==> src/rtl/cesa_recovery_adder.sv <==
// Variable-latency carry-estimating segmented adder with misprediction recovery.
// Returns the speculative sum, or the exact sum one cycle later when the estimate was wrong.
module cesa_recovery_adder #(
  parameter int WIDTH = 32,
  parameter int CNT_W = 16
) (
  input  logic             clk_i,
  input  logic             rst_ni,
  input  logic             in_valid_i,
  output logic             in_ready_o,
  input  logic [WIDTH-1:0] a_i,
  input  logic [WIDTH-1:0] b_i,
  input  logic             cin_i,
  input  logic             approx_i,
  output logic             out_valid_o,
  input  logic             out_ready_i,
  output logic [WIDTH-1:0] sum_o,
  output logic             cout_o,
  output logic             err_o,
  output logic             corrected_o,
  input  logic             clr_cnt_i,
  output logic [CNT_W-1:0] err_cnt_o
);

  localparam int NB = WIDTH / 4;

  typedef enum logic [1:0] {
    S_IDLE  = 2'd0,
    S_CHECK = 2'd1,
    S_FIX   = 2'd2,
    S_OUT   = 2'd3
  } state_t;

  state_t           r_state;
  logic [WIDTH-1:0] r_a;
  logic [WIDTH-1:0] r_b;
  logic             r_cin;
  logic             r_approx;
  logic [WIDTH-1:0] r_sum;
  logic             r_cout;
  logic             r_err;
  logic             r_corrected;
  logic             r_valid;
  logic [CNT_W-1:0] r_cnt;

  logic [WIDTH-1:0] w_spec_sum;
  logic             w_spec_cout;
  logic [NB-1:0]    w_est;
  logic             w_carry;
  logic [3:0]       w_blk_sum;
  logic [WIDTH:0]   w_exact;
  logic             w_err;
  logic             w_accept;

  function automatic logic maj3(input logic x, input logic y, input logic z);
    return (x & y) | (x & z) | (y & z);
  endfunction

  function automatic logic blk_est(input logic [3:0] a, input logic [3:0] b);
    logic sel;
    logic pre;
    logic post;
    sel  = (a[3] ^ b[3]) & (a[2] ^ b[2]);
    pre  = maj3(a[1], b[1], a[0] & b[0]);
    post = maj3(a[3], b[3], a[2] & b[2]);
    return sel ? pre : post;
  endfunction

  assign in_ready_o = (r_state == S_IDLE) | ((r_state == S_OUT) & out_ready_i);
  assign w_accept   = in_valid_i & in_ready_o;

  // Speculative sum: each block adds exactly, fed by the previous block's carry estimate.
  always_comb begin
    w_spec_sum = {WIDTH{1'b0}};
    w_est      = {NB{1'b0}};
    w_carry    = r_cin;
    w_blk_sum  = 4'd0;
    for (int k = 0; k < NB; k++) begin
      w_blk_sum             = r_a[4*k +: 4] + r_b[4*k +: 4] + {3'd0, w_carry};
      w_spec_sum[4*k +: 4]  = w_blk_sum;
      w_est[k]              = blk_est(r_a[4*k +: 4], r_b[4*k +: 4]);
      w_carry               = w_est[k];
    end
    w_spec_cout = w_est[NB-1];
  end

  assign w_exact = {1'b0, r_a} + {1'b0, r_b} + {{WIDTH{1'b0}}, r_cin};
  assign w_err   = ({w_spec_cout, w_spec_sum} != w_exact);

  // Control FSM with registered result outputs.
  always_ff @(posedge clk_i or negedge rst_ni) begin
    if (!rst_ni) begin
      r_state     <= S_IDLE;
      r_a         <= {WIDTH{1'b0}};
      r_b         <= {WIDTH{1'b0}};
      r_cin       <= 1'b0;
      r_approx    <= 1'b0;
      r_sum       <= {WIDTH{1'b0}};
      r_cout      <= 1'b0;
      r_err       <= 1'b0;
      r_corrected <= 1'b0;
      r_valid     <= 1'b0;
    end else begin
      case (r_state)
        S_IDLE: begin
          if (w_accept) begin
            r_a      <= a_i;
            r_b      <= b_i;
            r_cin    <= cin_i;
            r_approx <= approx_i;
            r_state  <= S_CHECK;
          end else begin
            r_state  <= S_IDLE;
          end
        end
        S_CHECK: begin
          if (!w_err || r_approx) begin
            r_sum       <= w_spec_sum;
            r_cout      <= w_spec_cout;
            r_err       <= w_err;
            r_corrected <= 1'b0;
            r_valid     <= 1'b1;
            r_state     <= S_OUT;
          end else begin
            r_state     <= S_FIX;
          end
        end
        S_FIX: begin
          r_sum       <= w_exact[WIDTH-1:0];
          r_cout      <= w_exact[WIDTH];
          r_err       <= 1'b1;
          r_corrected <= 1'b1;
          r_valid     <= 1'b1;
          r_state     <= S_OUT;
        end
        S_OUT: begin
          if (out_ready_i) begin
            r_valid <= 1'b0;
            if (in_valid_i) begin
              r_a      <= a_i;
              r_b      <= b_i;
              r_cin    <= cin_i;
              r_approx <= approx_i;
              r_state  <= S_CHECK;
            end else begin
              r_state  <= S_IDLE;
            end
          end else begin
            r_state <= S_OUT;
          end
        end
        default: begin
          r_state <= S_IDLE;
          r_valid <= 1'b0;
        end
      endcase
    end
  end

  // Saturating misprediction counter; a clear wins over a same-cycle increment.
  always_ff @(posedge clk_i or negedge rst_ni) begin
    if (!rst_ni) begin
      r_cnt <= {CNT_W{1'b0}};
    end else if (clr_cnt_i) begin
      r_cnt <= {CNT_W{1'b0}};
    end else if ((r_state == S_CHECK) && w_err && (r_cnt != {CNT_W{1'b1}})) begin
      r_cnt <= r_cnt + {{(CNT_W-1){1'b0}}, 1'b1};
    end else begin
      r_cnt <= r_cnt;
    end
  end

  assign out_valid_o = r_valid;
  assign sum_o       = r_sum;
  assign cout_o      = r_cout;
  assign err_o       = r_err;
  assign corrected_o = r_corrected;
  assign err_cnt_o   = r_cnt;

endmodule

==> config.mk <==
export PLATFORM = sky130hd
export DESIGN_NAME = cesa_recovery_adder
export DESIGN_NICKNAME = d
export VERILOG_FILES = /design/src/rtl/cesa_recovery_adder.sv
export SDC_FILE = /design/constraint.sdc
export NUM_CORES = 1
export LEC_CHECK = 0
export BUFFER_PORTS_ARGS = -buffer_cell sky130_fd_sc_hd__buf_2
export CORE_MARGIN = 2
export CORE_UTILIZATION = 50
export DETAILED_ROUTE_END_ITERATION = 10
export GPL_TIMING_DRIVEN = 0
export PLACE_DENSITY = 0.83
export SETUP_SLACK_MARGIN = 0.02
export SYNTH_ARGS = -nofsm -noshare
export SYNTH_HDL_FRONTEND = slang
export SYNTH_SLANG_ARGS = --single-unit
==> constraint.sdc <==
create_clock -name clk_i -period 15.3 [get_ports clk_i]
set_input_delay 2.295 -clock clk_i [delete_from_list [all_inputs] [get_ports clk_i]]
set_output_delay 2.295 -clock clk_i [all_outputs]
set_load 0.02 [all_outputs]
# After elaboration in Yosys (flattened, before gate mapping)
# Cells that the tools add are included.
[classes]
n_addsub = 19
eq_ne = 9
muxes = 42
bitwise_logic = 123
n_reduce_logical = 12
[op_table]
columns = ["cell", "count"]
rows = [
  ["$mux W32", 7],
  ["$pmux W32 S2", 3],
  ["$and A1 B1 Y1", 74],
  ["$add A32 B32 Y33", 1],
  ["$add A33 B1 Y33", 1],
  ["$ne A33 B33 Y1", 1],
  ["$or A1 B1 Y1", 33],
  ["$add A4 B1 Y4", 8],
  ["$add A4 B4 Y4", 8],
  ["$mux W16", 2],
  ["$mux W1", 22],
  ["$add A16 B1 Y16 const B", 1],
  ["$ne A16 B16 Y1 const B", 1],
  ["$xor A1 B1 Y1", 16],
  ["$pmux W1 S2", 5],
  ["$ne A2 B2 Y1 const B", 4],
  ["$pmux W2 S4", 1],
  ["$reduce_bool A2 Y1", 3],
  ["$eq A2 B2 Y1 const B", 2],
  ["$reduce_and A4 Y1", 1],
  ["$pmux W1 S3", 1],
  ["$reduce_and A3 Y1", 1],
  ["$reduce_bool A3 Y1", 1],
  ["$eq A2 B1 Y1 const B", 1],
  ["6 further kinds", 7],
]
[word_totals]
reg_bits = 120
inputBits = 71
output_inout_bits = 53
elab_cells = 216

# Logic depth before layout (Yosys ltp)
[logic_depth]
ltp_word = 11
mapped_depth = 21
ltp_nobuf = 17

# Least setup slack after synthesis
# OpenSTA, ideal clock, no wires.
[synth_timing]
path_kind = "input-to-output"
from = "input port out_ready_i"
to = "output port in_ready_o"
arrival_time_ns = 2.643
required_ns = 13.005
path_slack_ns = 10.362
path_stages = 2
path_buffers = 0
path_cell_list = "nand3_1 o21ai_0"
[synth_via]
elab_chain_cells = 2
[synth_rtl]
columns = ["item", "line", "text"]
rows = [
  ["from (decl)", "16", "input logic out_ready_i,"],
  ["$and A1 B1 Y1", "69", "assign in_ready_o = (r_state == S_IDLE) | ((r_state == S_OUT) & out_ready_i);"],
  ["$or A1 B1 Y1", "69", ""],
  ["to (decl)", "10", "output logic in_ready_o,"],
]
# Every way passes these cells.

# Final worst setup path
[layout_timing]
from = "register r_a[27]"
to = "register r_sum[11] (netlist: sum_o[11])"
[layout_via]
elab_chain_cells = 10
word_cells_on_any_way = 17
cone_classes = "add/sub: 5; eq/ne: 2; mux: 1; bitwise: 6; reduce/logical: 3"
[layout_rtl]
columns = ["item", "line", "text"]
rows = [
  ["from (decl)", "35", "logic [WIDTH-1:0] r_a;"],
  ["from (signal assigned)", "94", "r_a <= {WIDTH{1'b0}};"],
  ["from (signal assigned)", "107", "r_a <= a_i;"],
  ["from (signal assigned)", "140", "r_a <= a_i;"],
  ["branches (longest 5 deep; another with $add A32 B32 Y33)", "n/a", ""],
  ["$ne A33 B33 Y1 (*)", "88", "assign w_err = ({w_spec_cout, w_spec_sum} != w_exact);"],
  ["$logic_not A1 Y1 (*)", "117", "if (!w_err || r_approx) begin"],
  ["$logic_or A1 B1 Y1 (*)", "117", ""],
  ["$ne A2 B2 Y1 (no source line) (*)", "n/a", ""],
  ["$reduce_and A2 Y1 (no source line) (*)", "n/a", ""],
  ["to (signal assigned)", "98", "r_sum <= {WIDTH{1'b0}};"],
  ["to (signal assigned)", "118", "r_sum <= w_spec_sum;"],
  ["to (signal assigned)", "129", "r_sum <= w_exact[WIDTH-1:0];"],
  ["to (decl)", "39", "logic [WIDTH-1:0] r_sum;"],
]
# Mark *: on every way between the ends.
# A chain may end at the register's enable or synchronous reset.

==> summary by stage <==
Synth
Counting every net in the synthesized netlist gives 1180. The area share of xor/xnor cells in the synthesized design is 5.58%. Ranked by total cell area, the synthesized netlist is headed by dfrtp_1, mux2_2, ha_1, a21oi_1, fa_1.

The cell type contributing the most total cell area after synthesis is dfrtp_1. Yosys instantiated no cell more often than dfrtp_1. The area share of and/or/nand/nor cells after synthesis is 16.7%. The mapped netlist covers 9590 sq um. The number of synthesized flops with an enable pin is 0. The share of async-settable or async-resettable flops after synthesis is 100%. Ranked by instance count, the synthesized netlist is headed by dfrtp_1, nor2_1, nand2_1. The dominant combinational cell family by area after synthesis is compound AO/OA/AOI/OAI gates. During synthesis, Yosys emitted a total of 0 warnings. Of the total synthesized cell area, the portion taken by full adders, half adders and majority gates is 7.64%. The cell count after synthesis is 1060. Synthesis inferred 120 register bits. The post-synthesis mux area share is 11.3%.

The average instance in the mapped netlist occupies 9.05 sq um. The number of different library cells in the post-synthesis netlist is 81. The complex-gate fraction of the synthesized area is 22.6%. For this run, the leading register cell type out of synthesis is dfrtp_1. Summed over its instances, the top area cell type makes up 31.3% of the synthesized netlist area.

The share of the Yosys chip area taken by registers is 31.3%.

Worst setup path
STA classifies the critical path endpoint as a flip-flop. Data on the critical path arrives at its endpoint at 6.57 ns. The critical path class is flip-flop to flip-flop. In this run the worst path has a maximum fanout of 9.

The end of the worst register-to-register path is sum_o[11]. The setup check on the worst reg-to-reg path leaves a slack of 9.05 ns. STA classifies the critical path startpoint as a flip-flop. The depth of the worst register-to-register path is 19. Data on the critical path is required at its endpoint by 15.61 ns. The startpoint identified for the worst register-to-register timing path is r_a[27].

Floorplan
For this design the top-level I/O count stands at 124. For this configuration, the core starts out at a cell density of 51.1%. The core region is 18800 sq um. The die height is 143 um. The die footprint is 20300 sq um. The die extent in x is 143 um. The count of standard-cell rows is 50.

Min path
The worst hold path endpoint is corrected_o. The launch instance of the worst min-delay path is corrected_o. Along the worst hold path, the cell count comes to 1. The class of the most critical hold timing path is flip-flop to flip-flop.

Global routing
The pin count of the biggest net entering global routing is 69. The global-route congestion overflow total is 0. The total routing resource utilization after global routing is 30.6%.

The number of global-route vias before repair is 8812. The number of antenna violations at the first check in global routing is 0. The first global-routing pass estimated 48.2 mm of wire.

STA
The maximum achievable frequency is 0.160 GHz. The routed design could run at a clock period as short as 6.25 ns. Setup repair after global routing left no endpoint under its margin. The count of final max-slew check failures is 0. The worst clock skew is 0.00954 ns. After routing, the total negative slack on setup checks comes to 0 ns.

The count of final setup violators is 0. The worst-case headroom to the max-slew limit is 22.8%. The transition time at the pin with the least slew margin is 1.15 ns. The hold violation total from the final report is 0.

In the finished design, the share of the clock period the worst path needs comes to 40.9%.

Cells and area
The count of inserted antenna diode cells is 0. Of the cells placed in the final design, the portion with a size suffix greater than 1 is 23.5%. The area taken by multi-input logic gates is 6120 sq um. Fill cells in the final layout number 1682. The layout net count is 1322. Compared with the post-synthesis result, the final layout area differs by 16.2%. The register area is 3000 sq um.

Clock tree
The cts-stage hold buffer count is 0. TritonCTS built the clock tree. The number of buffers created by CTS is 17. In this run the clock root is driven by a clkbuf_16.

The H-tree generated during clock tree synthesis spans 4 levels. For this design, the sink count on the clock tree is 120. After clock tree synthesis, the repair step resized 0 gates. The clock edge transition at the registers on the reported setup and hold paths is 0.06 ns.

The longest clock path from root to sink contains 2 buffers. Once the clock tree was built, the setup fixing pass inserted 0 buffers. For the worst-skew pair, the clock arrives at the later sink with an insertion delay of 0.43 ns.

Place
Routability-driven placement finished with a final weighted congestion of 0.973. Input and output buffers added on the ports amount to 122. Summed over all nets, the half-perimeter wirelength after detailed placement is 23.6 mm.

Routing
The count of antenna-violating nets left after detailed routing is 0. Dividing the detail-routed via count by the number of cells gives 6.45. The routed wire length is 30.6 mm. The first-iteration detailed-routing DRC count is 947. The first-pass detailed-route iteration total is 6. The number of DRC violations after detailed routing is 0. The overall via count from detail_route is 9343. In the final routed layout, each cell accounts on average for 21.1 um.

Run status
The run finished with clean final reports.

Job
The number of max-cap violations is 0.
worst max-delay path: stages, from the launching register on:
cell and delay [ns]:
dfrtp_1 0.40, ha_1 0.48, and2_1 0.18, clkbuf_1 0.32, nor2_1 0.07, a32o_1 0.24, fa_1 0.43, fa_1 0.68
xnor2_1 0.18, nor2_1 0.10, a22oi_1 0.42, o2111ai_1 0.18, or4_1 0.55, nor4_1 0.31, nand4_1 0.20, nor4_2 0.23
and3_1 0.19, buf_4 0.17, o21ai_1 0.37, o221a_2 0.42
worst max-delay path by stage:
stage	start	to	slack, ns	cells after the start
global placement	r_a[26]	sum_o[10]	9.36	20
finish	r_a[27]	sum_o[11]	9.05	19
global route	r_a[27]	sum_o[11]	8.90	19
floorplan	out_ready_i	in_ready_o	10.36	2
CTS	r_a[27]	sum_o[10]	9.30	19
detailed placement	r_a[27]	sum_o[10]	9.33	19
cells by family after synthesis:
family                   after synthesis
multiplexers                          95
XOR/XNOR                              56
flip-flops                           120
adder cells (fa/ha/maj)               49
buffers and inverters                114
AO/OA/AOI/OAI                        303
AND/OR/NAND/NOR                      323
per-stage QoR:
step	setup slack, ns	utilization [%]	cell area (sq um)	instances	hold WS (ns)
final	9.05	59.4	11100	1449	0.496
after global routing	8.90	59.4	11100	1449	0.520
after CTS	9.30	59.4	11100	1449	0.498
after detailed placement	9.33	56.1	10500	1417	0.485
after global placement	9.36	55.9	10500	1416	0.468
after floorplan	10.36	-	9590	1060	0.484
flip-flops by register name, indices dropped and copies added, names as in the netlist:
signal and count:
r_cin 1, r_b 32, cout_o 1, out_valid_o 1, r_state 2, r_approx 1, err_cnt_o 16, corrected_o 1
err_o 1, r_a 32, sum_o 32
metal layers:
metal	track usage, %	wire length, um	vias to the layer above
met3	6.26	2920	71
met1	41.8	12900	4509
met5	0	0	-
met4	11.5	965	0
met2	48.1	13900	522
li1	-	-	4241
cells in the final DEF (no fill, tap or decap), types with 8 or more instances in the layout:
cell	n
o211ai_1	14
ha_1	33
o21ai_0	58
clkbuf_16	17
xnor2_1	33
fa_1	16
buf_2	135
clkbuf_1	50
a211oi_1	10
o221a_2	10
nand2b_1	13
nand3_1	20
a21o_1	10
dfrtp_1	120
nand4_1	18
and3_1	8
a21oi_1	74
a311oi_1	31
nor3_1	34
inv_1	42
nor2_1	84
xor2_1	20
nor2b_1	18
mux2_2	77
nand2_1	81
mux2i_1	11
area by class of cell:
| type | instances | share of cell area, % |
|---|---|---|
| multi-input combinational | 826 | 54.9 |
| sequential | 120 | 26.9 |
| timing repair buffer | 123 | 5.78 |
| clock buffer | 17 | 3.82 |
| buffer | 72 | 2.78 |
| tap | 234 | 2.63 |
| clock inverter | 15 | 1.71 |
| inverter | 42 | 1.41 |
Power is left out: the tool's default activity adds up to more than one toggle a clock period on the data nets, which glitch-free logic cannot reach.
